==> src/rtl/cache_assoc_wb.sv <==
// Set-associative write-back, write-allocate cache level, one word per line.
// Age-based LRU replacement, per-line dirty bits and a full write-back flush.
module cache_assoc_wb #(
    parameter int ADDR_W  = 6,
    parameter int DATA_W  = 16,
    parameter int INDEX_W = 1,
    parameter int WAYS    = 2
) (
    input  logic              clock,
    input  logic              reset,
    input  logic              cpu_req,
    input  logic              cpu_we,
    input  logic [ADDR_W-1:0] cpu_addr,
    input  logic [DATA_W-1:0] cpu_wdata,
    output logic [DATA_W-1:0] cpu_rdata,
    output logic              cpu_ready,
    output logic              hit,
    input  logic              flush_req,
    output logic              flush_done,
    output logic              mem_req,
    output logic              mem_we,
    output logic [ADDR_W-1:0] mem_addr,
    output logic [DATA_W-1:0] mem_wdata,
    input  logic [DATA_W-1:0] mem_rdata,
    input  logic              mem_ack
);

    localparam int SETS   = 1 << INDEX_W;
    localparam int TAG_W  = ADDR_W - INDEX_W;
    localparam int WAY_SH = (WAYS > 1) ? $clog2(WAYS) : 0;
    localparam int WAY_W  = (WAYS > 1) ? $clog2(WAYS) : 1;
    localparam int LINES  = SETS * WAYS;
    localparam int LINE_W = $clog2(LINES);
    localparam int CNT_W  = LINE_W + 1;

    localparam logic [WAY_W-1:0] AGE_MAX = WAY_W'(WAYS - 1);
    localparam logic [CNT_W-1:0] SCAN_END = CNT_W'(LINES);

    typedef enum logic [2:0] {
        IDLE,
        LOOKUP,
        WRITEBACK,
        REFILL,
        FILL,
        FLUSH_SCAN,
        FLUSH_WB
    } state_t;

    state_t state;
    state_t next_state;

    // Line storage, flattened as line = set * WAYS + way.
    logic              line_valid [LINES];
    logic              line_dirty [LINES];
    logic [TAG_W-1:0]  line_tag   [LINES];
    logic [DATA_W-1:0] line_data  [LINES];
    logic [WAY_W-1:0]  line_age   [LINES];

    logic [ADDR_W-1:0] req_addr;
    logic              req_we;
    logic [DATA_W-1:0] req_wdata;
    logic [WAY_W-1:0]  victim;
    logic [DATA_W-1:0] fill_data;
    logic [CNT_W-1:0]  scan_idx;

    logic [INDEX_W-1:0] set_idx;
    logic [TAG_W-1:0]   req_tag;
    logic               hit_any;
    logic [WAY_W-1:0]   hit_way;
    logic               inv_any;
    logic [WAY_W-1:0]   inv_way;
    logic [WAY_W-1:0]   lru_way;
    logic [WAY_W-1:0]   pick_way;
    logic [LINE_W-1:0]  hit_line;
    logic [LINE_W-1:0]  pick_line;
    logic [LINE_W-1:0]  vic_line;
    logic [LINE_W-1:0]  scan_line;
    logic [INDEX_W-1:0] scan_set;
    logic               touch_en;
    logic [WAY_W-1:0]   touch_way;
    logic [WAY_W-1:0]   touch_age;

    function automatic logic [LINE_W-1:0] line_of(
        input logic [INDEX_W-1:0] set,
        input logic [WAY_W-1:0]   way
    );
        return (LINE_W'(set) << WAY_SH) + LINE_W'(way);
    endfunction

    assign set_idx   = req_addr[INDEX_W-1:0];
    assign req_tag   = req_addr[ADDR_W-1:INDEX_W];
    assign pick_way  = inv_any ? inv_way : lru_way;
    assign hit_line  = line_of(set_idx, hit_way);
    assign pick_line = line_of(set_idx, pick_way);
    assign vic_line  = line_of(set_idx, victim);
    assign scan_line = scan_idx[LINE_W-1:0];
    assign scan_set  = INDEX_W'(scan_line >> WAY_SH);
    assign touch_age = line_age[line_of(set_idx, touch_way)];

    // Tag compare and victim choice across the ways of the latched set.
    always_comb begin
        hit_any = 1'b0;
        hit_way = '0;
        inv_any = 1'b0;
        inv_way = '0;
        lru_way = '0;
        for (int w = 0; w < WAYS; w++) begin
            if (line_valid[line_of(set_idx, WAY_W'(w))] &&
                line_tag[line_of(set_idx, WAY_W'(w))] == req_tag) begin
                hit_any = 1'b1;
                hit_way = WAY_W'(w);
            end
            if (!inv_any && !line_valid[line_of(set_idx, WAY_W'(w))]) begin
                inv_any = 1'b1;
                inv_way = WAY_W'(w);
            end
            if (line_age[line_of(set_idx, WAY_W'(w))] == AGE_MAX) begin
                lru_way = WAY_W'(w);
            end
        end
    end

    // State register.
    always_ff @(posedge clock or negedge reset) begin
        if (!reset) begin
            state <= IDLE;
        end else begin
            state <= next_state;
        end
    end

    // Next state, handshake outputs and the LRU touch request.
    always_comb begin
        next_state = state;
        cpu_ready  = 1'b0;
        hit        = 1'b0;
        cpu_rdata  = '0;
        flush_done = 1'b0;
        mem_req    = 1'b0;
        mem_we     = 1'b0;
        mem_addr   = '0;
        mem_wdata  = '0;
        touch_en   = 1'b0;
        touch_way  = '0;
        unique case (state)
            IDLE: begin
                if (flush_req) begin
                    next_state = FLUSH_SCAN;
                end else if (cpu_req) begin
                    next_state = LOOKUP;
                end
            end
            LOOKUP: begin
                if (hit_any) begin
                    cpu_ready  = 1'b1;
                    hit        = 1'b1;
                    cpu_rdata  = req_we ? req_wdata : line_data[hit_line];
                    touch_en   = 1'b1;
                    touch_way  = hit_way;
                    next_state = IDLE;
                end else if (line_valid[pick_line] && line_dirty[pick_line]) begin
                    next_state = WRITEBACK;
                end else begin
                    next_state = REFILL;
                end
            end
            WRITEBACK: begin
                mem_req   = 1'b1;
                mem_we    = 1'b1;
                mem_addr  = {line_tag[vic_line], set_idx};
                mem_wdata = line_data[vic_line];
                if (mem_ack) begin
                    next_state = REFILL;
                end
            end
            REFILL: begin
                mem_req  = 1'b1;
                mem_addr = req_addr;
                if (mem_ack) begin
                    next_state = FILL;
                end
            end
            FILL: begin
                cpu_ready  = 1'b1;
                cpu_rdata  = req_we ? req_wdata : fill_data;
                touch_en   = 1'b1;
                touch_way  = victim;
                next_state = IDLE;
            end
            FLUSH_SCAN: begin
                if (scan_idx == SCAN_END) begin
                    flush_done = 1'b1;
                    next_state = IDLE;
                end else if (line_valid[scan_line] && line_dirty[scan_line]) begin
                    next_state = FLUSH_WB;
                end
            end
            FLUSH_WB: begin
                mem_req   = 1'b1;
                mem_we    = 1'b1;
                mem_addr  = {line_tag[scan_line], scan_set};
                mem_wdata = line_data[scan_line];
                if (mem_ack) begin
                    next_state = FLUSH_SCAN;
                end
            end
            default: next_state = IDLE;
        endcase
    end

    // Line arrays, request latch, refill capture, flush cursor and ages.
    always_ff @(posedge clock or negedge reset) begin
        if (!reset) begin
            for (int l = 0; l < LINES; l++) begin
                line_valid[l] <= 1'b0;
                line_dirty[l] <= 1'b0;
                line_tag[l]   <= '0;
                line_data[l]  <= '0;
                line_age[l]   <= WAY_W'(l % WAYS);
            end
            req_addr  <= '0;
            req_we    <= 1'b0;
            req_wdata <= '0;
            victim    <= '0;
            fill_data <= '0;
            scan_idx  <= '0;
        end else begin
            unique case (state)
                IDLE: begin
                    scan_idx <= '0;
                    if (!flush_req && cpu_req) begin
                        req_addr  <= cpu_addr;
                        req_we    <= cpu_we;
                        req_wdata <= cpu_wdata;
                    end
                end
                LOOKUP: begin
                    victim <= pick_way;
                    if (hit_any && req_we) begin
                        line_data[hit_line]  <= req_wdata;
                        line_dirty[hit_line] <= 1'b1;
                    end
                end
                REFILL: begin
                    if (mem_ack) begin
                        fill_data <= mem_rdata;
                    end
                end
                FILL: begin
                    line_valid[vic_line] <= 1'b1;
                    line_tag[vic_line]   <= req_tag;
                    line_data[vic_line]  <= req_we ? req_wdata : fill_data;
                    line_dirty[vic_line] <= req_we;
                end
                FLUSH_SCAN: begin
                    if (scan_idx != SCAN_END &&
                        !(line_valid[scan_line] && line_dirty[scan_line])) begin
                        scan_idx <= scan_idx + CNT_W'(1);
                    end
                end
                FLUSH_WB: begin
                    if (mem_ack) begin
                        line_dirty[scan_line] <= 1'b0;
                        scan_idx <= scan_idx + CNT_W'(1);
                    end
                end
                default: begin
                end
            endcase
            if (touch_en) begin
                for (int w = 0; w < WAYS; w++) begin
                    if (WAY_W'(w) == touch_way) begin
                        line_age[line_of(set_idx, WAY_W'(w))] <= '0;
                    end else if (line_age[line_of(set_idx, WAY_W'(w))] < touch_age) begin
                        line_age[line_of(set_idx, WAY_W'(w))] <=
                            line_age[line_of(set_idx, WAY_W'(w))] + WAY_W'(1);
                    end
                end
            end
        end
    end

endmodule
==> config.mk <==
export PLATFORM = sky130hd
export DESIGN_NAME = cache_assoc_wb
export DESIGN_NICKNAME = d
export VERILOG_FILES = /design/src/rtl/cache_assoc_wb.sv
export SDC_FILE = /design/constraint.sdc
export NUM_CORES = 1
export LEC_CHECK = 0
export ABC_CLOCK_PERIOD_IN_PS = 3900
export CAP_MARGIN = 0
export CORE_ASPECT_RATIO = 1.4
export CORE_UTILIZATION = 25
export CTS_CLUSTER_SIZE = 40
export DETAILED_ROUTE_END_ITERATION = 6
export PLACE_DENSITY = 0.44
export SYNTH_ARGS = -nofsm -noshare
export SYNTH_HDL_FRONTEND = slang
export SYNTH_SLANG_ARGS = --single-unit
==> constraint.sdc <==
create_clock -name clock -period 3.9 [get_ports clock]
set_input_delay 0.585 -clock clock [delete_from_list [all_inputs] [get_ports clock]]
set_output_delay 0.585 -clock clock [all_outputs]
set_load 0.005 [all_outputs]
Word level (Yosys, flattened, before mapping)
Index checks and enable logic that the tools add are counted.
W data, S select, Z words.
{ "word_totals": {"reg_bits": 142, "inputBits": 44, "output_inout_bits": 43} }
{ "op_classes": {"n_addsub": 8, "n_lt_le_gt_ge": 14, "n_eq_ne": 17, "muxes": 116, "bitwise": 15, "n_reduce_logical": 28} }
{ "ops": {"columns": ["op", "count"], "rows": [
  ["$mux W16", 11],
  ["$bwmux W64", 2],
  ["$pmux W64 S2", 1],
  ["$bmux W16 S2", 3],
  ["$demux W16 S2", 2],
  ["$mux W64", 1],
  ["$pmux W16 S2", 2],
  ["$mux W5", 9],
  ["$bmux W5 S2", 4],
  ["$mux W1", 39],
  ["$mux W4", 7],
  ["$mux W3", 9],
  ["$ge A3 B3 Y1 const B", 7],
  ["$not A2 Y3", 7],
  ["$bwmux W20", 1],
  ["$bmux W1 S2", 9],
  ["$pmux W3 S6", 1],
  ["$pmux W6 S3", 1],
  ["$lt A3 B1 Y1 const B", 5],
  ["$logic_and A1 B1 Y1", 13],
  ["$and A4 B4 Y4", 3],
  ["$bwmux W4", 3],
  ["$eq A3 B3 Y1 const B", 4],
  ["$not A4 Y4", 3],
  ["other kinds (26)", 51]
]} }

Depth between registers and ports, before layout
{ "logic_depth": {"ltp_word": 22, "depth_mapped": 10, "ltp_nobuf": 7} }

Worst setup path after synthesis
No wires, ideal clock.
{ "synth_timing": {"kind": "register to output", "from": "reg req_addr[0]", "to": "out cpu_rdata[11]", "arrival_time_ps": 2612, "required_time_ps": 3315, "slack_ps": 703, "path_stages_with_launch": 10, "path_buffers": 3, "cell_sequence": "dfrtp_1 > buf_6 > mux2i_1 > xnor2_1 > or4b_1 > buf_6 > nor2_8 > buf_12 > mux4_1 > a31o_2"} }
{ "synth_via": {"elab_chain_len": 16, "word_cells_on_any_way": 30, "classes_between": "2 x add/sub; 2 x eq/ne; 21 x mux; 3 x bitwise; 2 x reduce/logical"} }
{ "synth_rtl": {"columns": ["item", "line_no", "rtl"], "rows": [
  ["start, declared", "59", "logic [ADDR_W-1:0] req_addr;"],
  ["start signal, assigned", "232", "req_addr <= cpu_addr;"],
  ["$add A2 B1 Y2", "87", "return (LINE_W'(set) << WAY_SH) + LINE_W'(way);"],
  ["$not A2 Y3 (implied by the code)", "108, 109", null],
  ["$bmux W5 S2", "109", "line_tag[line_of(set_idx, WAY_W'(w))] == req_tag) begin"],
  ["$mux W5 (implied by the code) (2 in series)", "109", null],
  ["$eq A5 B5 Y1", "109", null],
  ["$logic_and A1 B1 Y1", "108", "if (line_valid[line_of(set_idx, WAY_W'(w))] &&"],
  ["$mux W1", "108", null],
  ["$add A2 B1 Y2", "87", null],
  ["$not A2 Y3 (implied by the code)", "157", "cpu_rdata = req_we ? req_wdata : line_data[hit_line];"],
  ["$bmux W16 S2", "157", null],
  ["$mux W16 (implied by the code) (2 in series)", "157", null],
  ["$mux W16", "157", null],
  ["$mux W16 (*)", "154", "if (hit_any) begin"],
  ["$pmux W16 S2 (*)", "145", "unique case (state)"],
  ["end, declared", "15", "output logic [DATA_W-1:0] cpu_rdata,"]
]} }
Every way passes the cells marked *; elsewhere a longest branch is shown, timed or not. The select of a mux whose other input is x is not followed.

Worst setup path in the final report
{ "layout_timing": {"from": "reg req_addr[0]", "to": "out cpu_rdata[9]"} }
Same word-level chain as after synthesis.

==> results.toml <==
[pwr]
power_mw = 9.94
vdd.ir_drop.worst_mv = 0.310
p_int_mw = 5.78
p_comb_frac = 0.547
p_switching_mw = 4.17
p_seq_frac = 0.274
swShare = 0.419
p_leak_nw = 4.95
p_clk_frac = 0.179
pwr_density_cell_mw_per_mm2 = 829

[route]
antenna_left = 0
vias = 7338
drtIter0Drc = 413
drcViolationCount = 2
drt_wl_total_um = 33000
firstDrtPassIters = 7
wl_per_cell_um = 23.5
avgViaCountPerCell = 5.23

[worst_setup_path]
arrival_ns = 3.29
r2r_end = "line_data[17]"
ff2ff_path_depth = 9
critPathMaxFanout = 6
end_kind = "primary output"
criticalPathCategory = "flip-flop to primary output"
setup.reg_to_reg.worst_slack_ns = 0.69
r2r_start = "req_addr[0]"
crit_required_ns = 3.31
worst_setup_path_start_kind = "flip-flop"

[sta]
whs_ns = 0.0835
period_needed_ns = 3.87
max_freq_ghz = 0.258
worst_pin_slew_ns = 0.967
drv_slew = 0
fin_skew_ns = 0.0108
maxSlewHeadroom = 0.355
finalSetupViolCount = 0
hold_viol_final = 0
rsz0062_at_grt = "yes"
period_share = 0.993

[cts]
htreeDepth = 4
clk_path_buf_depth = 2
cts_tree = "built"
clock_sinks = 142
root_buffer = "clkbuf_16"
cts_buffers = 17
cts_hold_buf = 0
insertion_delay_ns = 0.45
cts.reportedPaths.clkPinSlew_ns = 0.07

[job]
cap_violations = 0

[floorplanning]
initial_utilization = 0.255
die_h_um = 231
fp.dieArea_mm2 = 0.0384
rows = 83
core_mm2 = 0.0369
num_io_pins = 87
die_x_um = 166

[finish]
nNetsFinal = 972
multi_input_area_mm2 = 0.00552
fillers = 3716
design_area_mm2 = 0.0120
insertedDiodeCount = 0
drive_gt1_frac = 0.375
area_growth_pct = 27.7
seq_area_mm2 = 0.00356

[outcome]
run_status = "complete, but fails checks"
violations = "DRC"

[yosys]
synth_nets = 849
yosysWarningCount = 0
synth_area_per_cell_um2 = 11.7
synth.area.mux_share = 0.335
synth_xor_area_frac = 0.0112
synth_top_family_by_area = "multiplexers"
synth_compound_gate_area_share = 0.137
syn_inst = 801
synth-main-ff-cell = "dfrtp_1"
synth_edf_count = 0
synth-seq-area-share = 0.379
synth.distinct_cells = 64
async_flop_share = 1.00
synth-simple-area-share = 0.0865
synthAdderAreaFrac = 0.00533
synth.cell_area_mm2 = 0.00939
ys_ff_latch = 142

[grt]
antenna_found_initial = 0
grt_max_degree = 56
grt_pass1_vias = 7961
grt_overflow = 0
grtUsageTotal = 0.178
grt_pass1_wl_um = 50700

[placement]
dpl.hpwl_um = 21900
placed_area_mm2 = 0.0111
io_buffers = 86
place_congestion = 0.799

[worst_hold_path]
worstHoldPathType = "input port to async pin"
## layout by cell type (no fill, tap or decap), types with 5 or more instances in the layout
cell             synthesis  routed
dfrtp_1                140     138
mux2_2                 112     112
clkdlybuf4s50_1          0      67
buf_4                    2      61
mux4_2                  47      59
nand2_1                 58      56
nor2_1                  50      49
mux2i_1                 39      37
a22o_1                  35      35
o21ai_0                 33      33
inv_1                   24      24
a32o_1                  24      20
clkbuf_16                0      18
buf_6                    5      18
nand2b_1                16      16
a21oi_1                 18      16
xnor2_1                 10       9
a22oi_1                  9       9
buf_2                    9       9
mux2_4                   8       8
nand3_1                  7       7
buf_12                   2       7
a31oi_1                  6       6
nor2b_1                  5       5
o21a_1                   5       5
a221oi_1                 5       5
a32oi_1                  5       5
## through the flow
stage / util / cells / setup WS, ns / TNS, ns
2_1_floorplan: - / 801 / 0.703 / 0
3_3_place_gp: 0.300 / 1348 / 0.118 / 0
3_5_place_dp: 0.300 / 1348 / 0.106 / 0
4_1_cts: 0.324 / 1403 / -0.0980 / -0.576
5_1_grt: 0.325 / 1404 / -0.110 / -0.782
6_report: 0.325 / 1404 / 0.0255 / 0
## metal layers
metal  GRT usage  part of all wire  vias up
met5           0                 0        -
met4      0.0812             0.027        0
met3      0.0263             0.029       42
met2       0.324              0.53      164
met1       0.207              0.41     3832
li1            -                 -     3300
## cells by family after synthesis
| group | after synthesis |
|---|---|
| compound gates | 171 |
| mux | 218 |
| buf+inv | 92 |
| xor+xnor | 12 |
| fa+ha+maj | 4 |
| simple gates | 162 |
| flops | 142 |
## how the worst max path moves through the flow
stage,endpoint,depth (start not counted),startpoint
floorplan,cpu_rdata[11],9,req_addr[0]
global placement,cpu_rdata[15],8,req_addr[0]
detailed placement,cpu_rdata[11],8,req_addr[0]
CTS,cpu_rdata[5],10,req_addr[0]
global route,cpu_rdata[9],9,req_addr[0]
finish,cpu_rdata[9],9,req_addr[0]
## layout make-up
cell class | instances | area share
multi-input combinational | 567 | 0.460
sequential | 142 | 0.297
timing repair buffer | 170 | 0.134
tap | 467 | 0.0487
clock buffer | 17 | 0.0355
clock inverter | 15 | 0.0164
inverter | 26 | 0.00814
## worst max-delay path, stage by stage, from the launching register on
cell	delay, ns
dfrtp_4	0.53
mux2i_2	0.19
xor2_1	0.21
or4b_4	0.54
nor2_8	0.20
clkbuf_16	0.18
buf_6	0.10
mux4_2	0.49
a32o_2	0.27
buf_2	0.13
## state kept, by name (all words and copies together) (netlist names)
register / count
req_addr: 6
line_dirty: 4
fill_data: 16
line_data: 64
victim: 1
line_age: 4
line_tag: 20
state: 3
line_valid: 4
req_we: 1
scan_idx: 3
req_wdata: 16
## power by group through the flow
stage	clock (mW)	combinational (mW)	sequential [mW]
6_report	1.78	5.44	2.73
5_1_grt	1.88	5.86	2.81
4_1_cts	1.82	5.41	2.73
3_5_place_dp	0	5.15	2.75
3_3_place_gp	0	5.14	2.76
2_1_floorplan	0	3.59	2.36
## cell usage after synthesis (6+ instances only)
cell type  instances  share of area
mux4_2            47           0.11
nand2_1           58          0.023
dfrtp_1          140           0.37
a31oi_1            6         0.0040
clkbuf_1          38          0.015
inv_1             24         0.0096
o21ai_0           33          0.018
a21oi_1           18         0.0096
nand2b_1          16          0.011
buf_2              9         0.0048
a22oi_1            9         0.0072
mux2_4             8          0.013
buf_1             10         0.0040
a32o_1            24          0.026
nand3_1            7         0.0037
nor2_1            50          0.020
a22o_1            35          0.033
mux2_2           112           0.13
xnor2_1           10         0.0093
mux2i_1           39          0.042
mux4_1            12          0.034
## timing repair
| action | in CTS | in global routing |
|---|---|---|
| setup endpoints to repair | 18 | 20 |
| gates cloned | 1 | 0 |
| resized for setup | 101 | 18 |
| buffers inserted | 22 | 4 |
| pin swaps | 19 | 16 |
No activity file was read; power rests on OpenSTA's default activity.
